==> src/rtl/decode_stage_pkg.sv <==
// Shared constants and types for the instruction-decode stage.
// Optional build macro consumed by the stage: RVCAM_DECODE_ILLEGAL_DETECT_EN.

`ifndef DECODE_STAGE_DEFINES
`define DECODE_STAGE_DEFINES

`define XLEN                32
`define OPCODE_LEN          7
`define MAX_IMM_LEN         25
`define IMM_TYPE_BITS_COUNT 3

// Immediate format codes handed to the downstream immediate decoder
`define IMM_TYPE_I 3'd0
`define IMM_TYPE_S 3'd1
`define IMM_TYPE_B 3'd2
`define IMM_TYPE_U 3'd3
`define IMM_TYPE_J 3'd4

// RV32 base opcodes
`define OP_IMM 7'b0010011
`define LOAD   7'b0000011
`define JALR   7'b1100111
`define SYSTEM 7'b1110011
`define STORE  7'b0100011
`define BRANCH 7'b1100011
`define LUI    7'b0110111
`define AUIPC  7'b0010111
`define JAL    7'b1101111
`define OP     7'b0110011

`endif

package decode_stage_pkg;

  // Occupancy of the elastic buffer
  typedef enum logic [1:0] {
    ST_EMPTY = 2'd0,
    ST_ONE   = 2'd1,
    ST_TWO   = 2'd2
  } buf_state_e;

  // One fully decoded beat as held in the output or skid register
  typedef struct packed {
    logic [`XLEN-1:0]                pc;
    logic [`OPCODE_LEN-1:0]          opcode;
    logic [4:0]                      rd;
    logic [4:0]                      rs1;
    logic [4:0]                      rs2;
    logic [2:0]                      funct3;
    logic [6:0]                      funct7;
    logic [`MAX_IMM_LEN-1:0]         imm;
    logic [`IMM_TYPE_BITS_COUNT-1:0] imm_type;
    logic                            uses_imm;
    logic                            illegal;
  } dec_beat_t;

endpackage

==> src/rtl/decode_stage_opcode_classifier.sv <==
// Pure combinational opcode classifier: immediate format, immediate usage and
// (with RVCAM_DECODE_ILLEGAL_DETECT_EN) unsupported-encoding detection.

module decode_stage_opcode_classifier
  import decode_stage_pkg::*;
(
  input  logic [`OPCODE_LEN-1:0]          opcode_i,
  output logic [`IMM_TYPE_BITS_COUNT-1:0] imm_type_o,
  output logic                            uses_imm_o,
  output logic                            illegal_o
);

  // Map the opcode onto its immediate format; R-type and unknown opcodes carry none
  always_comb begin
    imm_type_o = `IMM_TYPE_I;
    uses_imm_o = 1'b1;
    case (opcode_i)
      `OP_IMM, `LOAD, `JALR, `SYSTEM: imm_type_o = `IMM_TYPE_I;
      `STORE:                         imm_type_o = `IMM_TYPE_S;
      `BRANCH:                        imm_type_o = `IMM_TYPE_B;
      `LUI, `AUIPC:                   imm_type_o = `IMM_TYPE_U;
      `JAL:                           imm_type_o = `IMM_TYPE_J;
      default:                        uses_imm_o = 1'b0;
    endcase
  end

`ifdef RVCAM_DECODE_ILLEGAL_DETECT_EN
  // Compressed-quadrant low bits or any opcode outside the supported set is illegal;
  // an all-zero word falls out naturally because its opcode is 0000000
  assign illegal_o = (opcode_i[1:0] != 2'b11) ||
                     !(opcode_i inside {`OP_IMM, `LOAD, `JALR, `SYSTEM, `STORE,
                                        `BRANCH, `LUI, `AUIPC, `JAL, `OP});
`else
  assign illegal_o = 1'b0;
`endif

endmodule

==> src/rtl/decode_stage.sv <==
// Instruction-decode stage: splits fetched words into fields, classifies the
// immediate format and holds decoded beats in a small elastic buffer.
// REGISTERED_READY=1: two-entry skid buffer with a flopped if_ready.
// REGISTERED_READY=0: single register, if_ready = empty || id_ready.
// Optional build macro: RVCAM_DECODE_ILLEGAL_DETECT_EN (drives id_illegal).

module decode_stage
  import decode_stage_pkg::*;
#(
  parameter int REGISTERED_READY = 1
) (
  input  logic                            clk,
  input  logic                            rst_n,
  input  logic                            flush,
  input  logic                            if_valid,
  output logic                            if_ready,
  input  logic [31:0]                     if_instr,
  input  logic [`XLEN-1:0]                if_pc,
  output logic                            id_valid,
  input  logic                            id_ready,
  output logic [`XLEN-1:0]                id_pc,
  output logic [`OPCODE_LEN-1:0]          id_opcode,
  output logic [4:0]                      id_rd,
  output logic [4:0]                      id_rs1,
  output logic [4:0]                      id_rs2,
  output logic [2:0]                      id_funct3,
  output logic [6:0]                      id_funct7,
  output logic [`MAX_IMM_LEN-1:0]         id_imm,
  output logic [`IMM_TYPE_BITS_COUNT-1:0] id_imm_type,
  output logic                            id_uses_imm,
  output logic                            id_illegal
);

  buf_state_e state_q, state_d;
  dec_beat_t  out_q, out_d;
  dec_beat_t  skid_q, skid_d;
  dec_beat_t  in_beat;

  logic                            accept;
  logic                            consume;
  logic [`IMM_TYPE_BITS_COUNT-1:0] cls_imm_type;
  logic                            cls_uses_imm;
  logic                            cls_illegal;

  decode_stage_opcode_classifier u_classifier (
    .opcode_i   (if_instr[6:0]),
    .imm_type_o (cls_imm_type),
    .uses_imm_o (cls_uses_imm),
    .illegal_o  (cls_illegal)
  );

  // Decode the incoming word once, on entry; stored beats are never re-decoded
  always_comb begin
    in_beat          = '0;
    in_beat.pc       = if_pc;
    in_beat.opcode   = if_instr[6:0];
    in_beat.rd       = if_instr[11:7];
    in_beat.funct3   = if_instr[14:12];
    in_beat.rs1      = if_instr[19:15];
    in_beat.rs2      = if_instr[24:20];
    in_beat.funct7   = if_instr[31:25];
    in_beat.imm      = if_instr[31:7];
    in_beat.imm_type = cls_imm_type;
    in_beat.uses_imm = cls_uses_imm;
    in_beat.illegal  = cls_illegal;
  end

  assign id_valid = (state_q != ST_EMPTY);
  // A beat offered during flush is dropped even when if_ready is high
  assign accept   = if_valid && if_ready && !flush;
  assign consume  = id_valid && id_ready;

  generate
    if (REGISTERED_READY != 0) begin : g_reg_ready
      logic if_ready_q;

      // Ready is a flop: low exactly when the next state holds two beats
      always_ff @(posedge clk or negedge rst_n) begin
        if (!rst_n) begin
          if_ready_q <= 1'b1;
        end else begin
          if_ready_q <= (state_d != ST_TWO);
        end
      end

      assign if_ready = if_ready_q;
    end else begin : g_comb_ready
      assign if_ready = (state_q == ST_EMPTY) || id_ready;
    end
  endgenerate

  // Buffer occupancy and data movement; flush overrides everything
  always_comb begin
    state_d = state_q;
    out_d   = out_q;
    skid_d  = skid_q;
    if (flush) begin
      state_d = ST_EMPTY;
    end else begin
      case (state_q)
        ST_EMPTY: begin
          if (accept) begin
            out_d   = in_beat;
            state_d = ST_ONE;
          end
        end
        ST_ONE: begin
          if (accept && consume) begin
            out_d = in_beat;
          end else if (accept && (REGISTERED_READY != 0)) begin
            skid_d  = in_beat;
            state_d = ST_TWO;
          end else if (consume) begin
            state_d = ST_EMPTY;
          end
        end
        ST_TWO: begin
          // if_ready is low here, so only the skid-to-output move can occur
          if (consume) begin
            out_d   = skid_q;
            state_d = ST_ONE;
          end
        end
        default: state_d = ST_EMPTY;
      endcase
    end
  end

  // State and beat registers; reset clears held beats and zeroes the outputs
  always_ff @(posedge clk or negedge rst_n) begin
    if (!rst_n) begin
      state_q <= ST_EMPTY;
      out_q   <= '0;
      skid_q  <= '0;
    end else begin
      state_q <= state_d;
      out_q   <= out_d;
      skid_q  <= skid_d;
    end
  end

  assign id_pc       = out_q.pc;
  assign id_opcode   = out_q.opcode;
  assign id_rd       = out_q.rd;
  assign id_rs1      = out_q.rs1;
  assign id_rs2      = out_q.rs2;
  assign id_funct3   = out_q.funct3;
  assign id_funct7   = out_q.funct7;
  assign id_imm      = out_q.imm;
  assign id_imm_type = out_q.imm_type;
  assign id_uses_imm = out_q.uses_imm;
  assign id_illegal  = out_q.illegal;

endmodule

==> config.mk <==
export PLATFORM = sky130hd
export DESIGN_NAME = decode_stage
export DESIGN_NICKNAME = d
export VERILOG_FILES = /design/src/rtl/decode_stage_pkg.sv /design/src/rtl/decode_stage_opcode_classifier.sv /design/src/rtl/decode_stage.sv
export SDC_FILE = /design/constraint.sdc
export NUM_CORES = 1
export LEC_CHECK = 0
export ABC_AREA = 1
export BUFFER_PORTS_ARGS = -buffer_cell sky130_fd_sc_hd__buf_2
export CAP_MARGIN = 20
export CORE_MARGIN = 2
export CORE_UTILIZATION = 53
export DETAILED_ROUTE_END_ITERATION = 7
export PLACE_DENSITY = 0.86
export SLEW_MARGIN = 20
export SYNTH_ARGS = -nofsm -noshare
export SYNTH_HDL_FRONTEND = slang
export SYNTH_SLANG_ARGS = --single-unit
==> constraint.sdc <==
create_clock -name clk -period 1.9 [get_ports clk]
set_input_delay 0.38 -clock clk [delete_from_list [all_inputs] [get_ports clk]]
set_output_delay 0.38 -clock clk [all_outputs]
set_load 0.01 [all_outputs]
After elaboration in Yosys (flattened, before gate mapping)
Index checks and enable logic that the tools add are counted.
{ "word_totals": {"ff_bits": 190, "input_bits": 69, "output_inout_bits": 96} }
{ "classes": {"eq_ne": 15, "n_mux": 13, "bitwise_logic": 2, "reduce_logical": 12} }
{ "op_table": {"columns": ["operator", "count"], "rows": [
  ["$mux W94", 3],
  ["$pmux W94 S3", 1],
  ["$eq A7 B7 Y1 const B", 4],
  ["$eq A7 B5 Y1 const B", 2],
  ["$eq A7 B6 Y1 const B", 2],
  ["$mux W2", 6],
  ["$pmux W3 S4", 1],
  ["$reduce_or A9 Y1", 1],
  ["$ne A2 B2 Y1 const B", 4],
  ["$eq A7 B2 Y1 const B", 1],
  ["$pmux W2 S3", 1],
  ["$reduce_and A5 Y1", 1],
  ["$logic_and A1 B1 Y1", 4],
  ["$reduce_and A4 Y1", 1],
  ["$reduce_bool A3 Y1", 1],
  ["$eq A2 B1 Y1 const B", 1],
  ["$eq A2 B2 Y1 const B", 1],
  ["$logic_not A2 Y1", 1],
  ["$not A1 Y1", 2],
  ["$reduce_bool A2 Y1", 1],
  ["$reduce_or A2 Y1", 1],
  ["$logic_not A1 Y1", 1],
  ["$mux W1", 1]
]} }

Logic depth before layout (Yosys ltp)
Gate-level depths: netlist of the first run.
{ "depth": {"depth_word": 8, "ltp_mapped": 9, "ltp_nobuf": 9} }

Modules after synthesis
Synthesis of the first run repeated with hierarchy kept, for this count alone.
{ "unflattened": {"hier_cells": 906, "hier_area_um2": 6945.4} }
{ "modules_own_cells": {"columns": ["mod", "n_inst", "cells_each", "area_each_um2", "seq_area_each_um2"], "rows": [
  ["decode_stage", 1, 875, 6782.8, 3529.6],
  ["decode_stage_opcode_classifier", 1, 31, 162.7, 0.0]
]} }

Worst setup path before layout of the first run
OpenSTA, ideal clock, no wires.
{ "synth_path": {"path_type": "register to register", "startpoint": "register g_reg_ready.if_ready_q, in the netlist if_ready", "endpoint": "register skid_q[1] (netlist bit)", "setup_time_ns": 0.117, "t_arrival_ns": 1.446, "t_required_ns": 1.783, "path_slack_ns": 0.338, "stages_incl_launch_ff": 9, "path_buffers": 1, "synth_period_minus_slack_ns": 1.562, "cell_sequence": "dfstp_2 > nand2_1 > nor2_1 > nand3_1 > nor2_2 > inv_1 > clkbuf_1 > nand2_1 > nand2_1"} }
{ "synth_between": {"elab_chain_cells": 5} }
{ "synth_lines": {"columns": ["item", "line", "rtl"], "rows": [
  ["from (decl)", "decode_stage.sv:75", "logic if_ready_q;"],
  ["from (signal assigned)", "decode_stage.sv:82", "if_ready_q <= (state_d != ST_TWO);"],
  ["$logic_and A1 B1 Y1 * (2 in a row)", "decode_stage.sv:70", "assign accept = if_valid && if_ready && !flush;"],
  ["$logic_and A1 B1 Y1", "decode_stage.sv:108", "if (accept && consume) begin"],
  ["$not A1 Y1 (no source line)", null, null],
  ["$reduce_and A4 Y1 (no source line) *", null, null],
  ["to (signal assigned)", "decode_stage.sv:138", "skid_q <= skid_d;"],
  ["to (decl)", "decode_stage.sv:36", "dec_beat_t skid_q, skid_d;"]
]} }
Mark *: on every way between the ends. The rest lies on a longest branch, timed or not.
A chain may end at the register's enable or synchronous reset.

Worst setup path in the final report of the first run
{ "layout_path": {"startpoint": "register g_reg_ready.if_ready_q, in the netlist if_ready", "endpoint": "register skid_q[33] (netlist bit)"} }
Same word-level chain as after synthesis.

==> results of run 1 <==
## worst min-delay path by stage
stage / end / start / depth (start not counted)
4_1_cts: state_q[0] / flush / 2
3_3_place_gp: id_funct7[2] / rst_n / 1
2_1_floorplan: id_funct3[0] / rst_n / 0
3_5_place_dp: id_funct3[0] / rst_n / 1
6_report: state_q[0] / flush / 2
5_1_grt: state_q[0] / flush / 2
## registers in the layout (all words and copies together), names as in the netlist, 4 cells and up
register	cells
id_opcode	7
id_funct7	7
id_imm	4
id_rs1	4
skid_q	68
id_rd	4
id_rs2	4
id_pc	32
## final cells by class
cell class                      instances  area share
Sequential cell                       139       0.450
Inverter                               81      0.0394
Clock inverter                         11      0.0215
Tap cell                              147      0.0238
Multi-Input combinational cell        458       0.277
Clock buffer                           21      0.0595
Timing Repair Buffer                  176       0.129
## synthesized netlist by cell type (all sizes together)
master / instances / area share
nand2: 289 / 0.17
dfrtp: 138 / 0.54
inv: 81 / 0.048
o21ai: 72 / 0.057
o211ai: 65 / 0.084
buf: 56 / 0.062
nor2: 19 / 0.013
clkbuf: 12 / 0.0071
nand3: 5 / 0.0047
a21oi: 4 / 0.0031
conb: 1 / 0.00059
dfstp: 1 / 0.0041
nand4: 1 / 0.00098
nor3: 1 / 0.00079
o31ai: 1 / 0.0012
## where the power goes
group | switching (mW) | total (mW) | internal (mW)
registers | 0.300 | 3.94 | 3.64
logic | 0.996 | 1.65 | 0.656
clock network | 1.24 | 3.50 | 2.26
total | 2.53 | 9.09 | 6.56
## logic make-up (layout without fill, tap and decap cells)
kind of cell           after synthesis  after routing  share of synthesized area
AO/OA/AOI/OAI                      142            142                      0.145
buffers and inverters              149            289                      0.117
flip-flops                         139            139                      0.546
other                                1              1                   0.000589
AND/OR/NAND/NOR                    315            315                      0.190
## repair_timing
| action | CTS | global route |
|---|---|---|
| endpoints found under the hold margin | 41 | 0 |
| endpoints found under the setup margin | 0 | 1 |
| hold buffers | 1 | 0 |
## layer usage
metal	routed length, microns	vias to the layer above	GRT usage
met5	0	-	0
met4	189	0	0.0756
met3	775	15	0.0537
met2	6600	172	0.370
met1	6280	2484	0.307
li1	-	2591	-
## through the flow
step / hold WS, ns / setup slack (ns) / TNS, ns / total power, mW / instances
finish: 0.168 / 0.148 / 0 / 9.09 / 1033
global route: 0.167 / -0.0175 / -0.0175 / 9.59 / 1033
CTS: 0.156 / 0.147 / 0 / 9.16 / 1033
detailed placement: 0.351 / 0.190 / 0 / 5.62 / 1000
global placement: 0.351 / 0.244 / 0 / 5.55 / 1000
floorplan: 0.0844 / 0.338 / 0 / 5.02 / 746
==> key figures, run 1 <==
Timing
  – Period utilisation layout: 0.922
  – Max Slew Vio Count: 0
  – Hold Vio Cnt, Final: 0
  – Max Freq: 571 MHz
  – Endpoints failing setup: 0
  – Fin Clk Skew: 0.00773 ns
  – Worst slew pin tran: 0.623 ns
  – Final Critical Period: 1.75 ns
  – RSZ-0062 raised after global routing: yes
  – Max_slew headroom: 0.584

Floorplan
  – Core Footprint: 11900 sq um
  – Die area: 12900 sq um
  – Die X: 114 microns
  – # rows: 40
  – DIE HEIGHT: 114 microns
  – Initial Util: 0.537
  – I/O pins: 165

Worst setup path
  – Worst path cell trace: nand2_1 -> nor2_1 -> nand3_1 -> nor2_4 -> buf_12 -> o21ai_0
  – R2R Setup Slk: 0.15 ns
  – Setup crit end kind: register
  – CP max stage delay: 0.53 ns
  – Worst Path Buf+Inv: 1
  – Cell depth of the worst setup path: 6
  – Slowest CP cell: dfstp_2
  – Worst reg2reg path endpoint: skid_q[33]
  – Worst EP required: 2.17 ns
  – Critical path type: reg -> reg
  – CP top delay family: flip-flops
  – Crit path capture: skid_q[33]
  – Worst setup SP type: register
  – Crit Path Max Fanout: 115
  – Critical R2R Launch: if_ready
  – Data arrival, critical path: 2.02 ns
  – R2R depth: 6
  – CP Launch Point: if_ready

Flow run
  – Max cap viols: 0

Clock network
  – Root Driver: clkbuf_16
  – CTS tree: done
  – H-tree levels: 4
  – Clk Latency, worst-skew pair: 0.41 ns
  – Total CTS buffers: 17
  – Setup bufs post-CTS: 0
  – Number of buffers on the longest clock path: 2
  – CTS Sinks: 139
  – Worst-path clk slew: 0.06 ns
  – Post-cts resize count: 0

Synth
  – Synthesized area: 6370 sq um
  – Synthesis-stage register bit count: 139
  – YS warnings: 0
  – Register area share after synthesis: 0.546
  – Mapped Nets: 815
  – Average size of a mapped cell: 8.54 sq um
  – Synth cell types: 24
  – Cells after Synth: 746

Outcome
  – Outcome: finished clean

Drt
  – Number of routed nets with antenna violations: 0
  – DRT iter0 DRCs: 375
  – Drt pass-1 iters: 5
  – Wire per inst: 13.4 microns
  – Detailed Route WL: 13.8 mm
  – Average vias per placed instance: 5.09
  – DRC: 0
  – Vias: 5262

Global route
  – Pin count of the biggest net entering global routing: 116
  – First-pass GRT wire length: 23.3 mm
  – GRT Total Usage: 0.228
  – Initial antenna violation count: 0
  – Vias in the first global route: 4904
  – GRT overflow: 0

Pwr
  – VDD IR max: 566 uV
  – Pwr Density: 1170 nW/um^2
  – Leak: 4.05 nW

Final layout
  – Fill cells: 965
  – Nets@finish: 942
  – Ratio of cells with drive above 1 in the final layout: 0.254
  – Finished Core Util: 0.653
  – Leading cell type in the layout, fill and taps excluded: nand2_1
  – Post-route cell area: 7740 sq um
  – Area growth from synthesis to layout: 21.5%
  – Multi-input gate area: 2150 sq um
  – Register area: 3480 sq um
  – # diodes: 0
  – Most frequent cells in the layout: nand2_1 (288), buf_2 (162), dfrtp_1 (138), inv_1 (77), o21ai_0 (61)

Place
  – Post-DP HPWL: 8.78 mm
  – RePlAce Congestion: 0.753
  – Post-DP Area: 7100 sq um
  – Buffers on Ports: 163

Worst hold path
  – HP Class: in -> reg
Power figures use the tool's default switching activity.
==> inputs of run 2 (changes only) <==
Settings changed: ABC_AREA 1 to default, SYNTH_HIERARCHICAL from default to 1.
==> run 2 against run 1 <==
  * Critical endpoint is now id_funct3[0]
  * Power fell by 2.2%
  * Highest routed layer unchanged
  * Synthesized cell count fell by 32%
  * Core utilization rose by 1.3 points
  * Largest power group unchanged
  * Hold slack improved by 0.018 ns
  * Die area down 2.5%
  * Count of clock-buffer cells in the layout up 2
  * Critical path depth is 1 lower
  * Wire length fell by 8.4%
  * Area after synthesis fell by 2.6%
  * Non-clock buffer count down 2
  * Sequential share of layout area is 1.5 points higher
  * Worst setup slack lost 0.040 ns
==> key figures, run 2 <==
Synth
  – Synth Area in XOR/XNOR: 0 (unchanged)
  – Register area share after synthesis: 0.569 (+0.0224)
  – Synth area leader: dfrtp_1
  – Mux share of post-synthesis cell area: 0.238 (+0.238)
  – Synth top area cells: dfrtp_1 (56%), mux2i_1 (11%), mux2_2 (11%), nand2_1 (4.5%), o21ai_0 (4.0%)
  – Most frequent cells after synthesis: dfrtp_1 (140), nand2_1 (74), mux2i_1 (70), mux2_2 (59), o21ai_0 (49)
  – Synth cell types: 35 (+46%)
  – Most common cell in the netlist: dfrtp_1
  – Synthesized area: 6210 sq um (-2.6%)
  – Post-synthesis compound-gate area fraction: 0.0681 (-0.0772)
  – Mapped Nets: 576 (-29%)
  – Synthesis-stage register bit count: 141 (+1.4%)
  – YS warnings: 6 (+6)
  – Share of the synthesized area in the top cell type: 0.565 (+0.0223)
  – Average size of a mapped cell: 12.2 sq um (+43%)
  – Async set-reset flop share out of synthesis: 1.00 (unchanged)
  – Post-synth EDFFs: 0 (unchanged)
  – Largest family of logic cells by synthesized area: multiplexers
  – Post-synthesis simple-gate area fraction: 0.0631 (-0.127)
  – Cells after Synth: 507 (-32%)
  – Ys flop type: dfrtp_1
  – Synth Area in Adders: 0 (unchanged)

Worst setup path
  – Worst EP required: 2.16 ns (about the same)
  – Setup crit end kind: register
  – Worst reg2reg path endpoint: id_funct3[0]
  – R2R depth: 5 (-1)
  – Data arrival, critical path: 2.05 ns (+0.03 ns)
  – R2R Setup Slk: 0.11 ns (-0.04 ns)
  – CP Launch Point: if_ready
  – Crit Path Max Fanout: 46 (-60%)
  – Critical path type: reg -> reg
  – Critical R2R Launch: if_ready
  – Worst setup SP type: register

Pwr
  – Comb pwr share: 0.179 (-0.003)
  – Switching part of the total: 0.266 (-0.0128)
  – VDD IR max: 905 uV (+60%)
  – Pint: 6.52 mW (-0.50%)
  – Leak: 3.65 nW (-9.9%)
  – P_sw: 2.36 mW (-6.7%)
  – Sequential share of power: 0.462 (+0.029)
  – Clk pwr share: 0.360 (-0.025)
  – Pwr Density: 1170 nW/um^2 (-0.47%)

Clock network
  – Clk Latency, worst-skew pair: 0.41 ns (about the same)
  – H-tree levels: 4 (unchanged)
  – Number of buffers on the longest clock path: 2 (unchanged)
  – CTS Sinks: 141 (+1.4%)
  – Root Driver: clkbuf_16
  – Setup bufs post-CTS: 0 (unchanged)
  – CTS tree: done
  – Total CTS buffers: 17 (unchanged)
  – Worst-path clk slew: 0.06 ns (about the same)

Worst hold path
  – Worst Hold Launch: flush
  – Hold path depth: 2 (unchanged)
  – HP Class: in -> reg
  – Hold Path Sink: state_q[0]

Final layout
  – Most frequent cells in the layout: buf_2 (163), dfrtp_1 (140), nand2_1 (74), mux2i_1 (70), mux2_2 (59)
  – Max reg flops: 69 (+1.5%)
  – # diodes: 0 (unchanged)
  – Non-filler instance count after layout: 799 (-23%)
  – Area growth from synthesis to layout: 22.5%
  – Register with the most flip-flops: skid_q
  – Fill cells: 867 (-10%)
  – Nets@finish: 713 (-24%)
  – Ratio of cells with drive above 1 in the final layout: 0.407 (+0.153)
  – Leading cell type in the layout, fill and taps excluded: buf_2

Global route
  – Vias in the first global route: 4474 (-8.8%)
  – First-pass GRT wire length: 21.6 mm (-7.3%)
  – GRT overflow: 0 (unchanged)
  – GRT Total Usage: 0.215 (-0.0138)
  – Initial antenna violation count: 0 (unchanged)
  – Pin count of the biggest net entering global routing: 93 (-20%)

Drt
  – Vias: 4259 (-19%)
  – WL met2: 6.55 mm (-0.70%)
  – DRC: 0 (unchanged)
  – Wire per inst: 15.9 microns (+18%)
  – Max Used Layer: met4
  – Detailed Route WL: 12.7 mm (-8.4%)
  – Drt pass-1 iters: 4 (-1)
  – Met3 WL: 800 microns (+3.2%)
  – Average vias per placed instance: 5.33 (+4.6%)
  – Number of routed nets with antenna violations: 0 (unchanged)
  – WL met1: 5.16 mm (-18%)
  – DRT iter0 DRCs: 255 (-32%)

Timing
  – Final Critical Period: 1.79 ns (+0.0402 ns)
  – Fin Clk Skew: 0.00516 ns (-0.00257 ns)
  – Period utilisation layout: 0.943 (+0.0212)
  – Max Slew Vio Count: 0 (unchanged)
  – Endpoints failing setup: 0 (unchanged)
  – Hold Vio Cnt, Final: 0 (unchanged)
  – Max Freq: 558 MHz (-2.2%)
  – RSZ-0062 raised after global routing: no
  – Setup TNS: 0 ns (unchanged)

Floorplan
  – DIE HEIGHT: 112 microns (-1.2%)
  – # rows: 39 (-2.5%)
  – Initial Util: 0.544 (+0.00658)
  – Die area: 12600 sq um (-2.5%)
  – I/O pins: 165 (unchanged)
  – Die X: 112 microns (-1.2%)
  – Core Footprint: 11400 sq um (-3.7%)

Place
  – Placed cells: 767 (-23%)
  – RePlAce Congestion: 0.731 (-2.9%)
  – Post-DP HPWL: 8.62 mm (-1.8%)
  – Buffers on Ports: 164 (+0.61%)

Outcome
  – Outcome: finished clean

Flow run
  – Max cap viols: 0 (unchanged)
run 2: worst max path at each step:
| stage | slack (ns) | depth (start not counted) | to |
|---|---|---|---|
| after global placement | 0.24 | 5 | id_funct7[5] |
| after floorplan | 0.24 | 7 | id_opcode[3] |
| after CTS | 0.10 | 5 | id_funct3[0] |
| after detailed placement | 0.16 | 5 | id_funct7[5] |
| final | 0.11 | 5 | id_funct3[0] |
| after global routing | 0.008 | 5 | id_funct3[0] |
run 2: metal layers:
metal  track usage  vias to the layer above
met4        0.0789                        0
met1         0.256                     2108
met5             0                        -
li1              -                     1999
met3        0.0578                       15
met2         0.375                      137
run 2: repair_timing:
action / in CTS / in global routing
hold buffers: 1 / 0
hold endpoints to repair: 31 / 0
gates resized for setup: 0 / 0
endpoints found under the setup margin: 0 / 0
run 2: logic make-up after synthesis:
kind of cell | count (synthesis)
flip-flops | 141
AND/OR/NAND/NOR | 90
multiplexers | 139
AO/OA/AOI/OAI | 78
other | 1
buffers and inverters | 58
run 2: power groups by stage:
stage	Clock [mW]	Sequential, mW	Combinational, mW
after floorplan	0	4.18	0.938
after CTS	3.26	4.10	1.62
after detailed placement	0	4.14	1.61
after global routing	3.39	4.19	1.76
final	3.20	4.10	1.59
after global placement	0	4.08	1.53
run 2: worst max-delay path, cell delays in order (launching register included):
cell and delay [ns]:
dfstp_2 0.54, nand2_1 0.08, o41a_2 0.49, buf_4 0.28
nand2_1 0.14, o21ai_0 0.10
run 2: metrics by stage:
step           setup WS [ns]  power (mW)  hold slack [ns]  cell area [sq um]  utilization
3_3_place_gp           0.240        5.61            0.284               7020        0.615
2_1_floorplan          0.244        5.12           0.0844               6210            -
3_5_place_dp           0.156        5.76            0.292               7020        0.615
6_report               0.108        8.89            0.187               7600        0.666
5_1_grt              0.00810        9.34            0.183               7600        0.666
4_1_cts                0.103        8.98            0.164               7600        0.666
run 2: final cells by class:
class | count | area (sq um) | share of cell area
Tap cell | 143 | 179 | 0.0235
Sequential cell | 141 | 3530 | 0.464
Multi-Input combinational cell | 308 | 2310 | 0.304
Inverter | 2 | 7.51 | 0.000987
Clock inverter | 8 | 90.1 | 0.0118
Clock buffer | 23 | 478 | 0.0629
Timing Repair Buffer | 174 | 1000 | 0.132
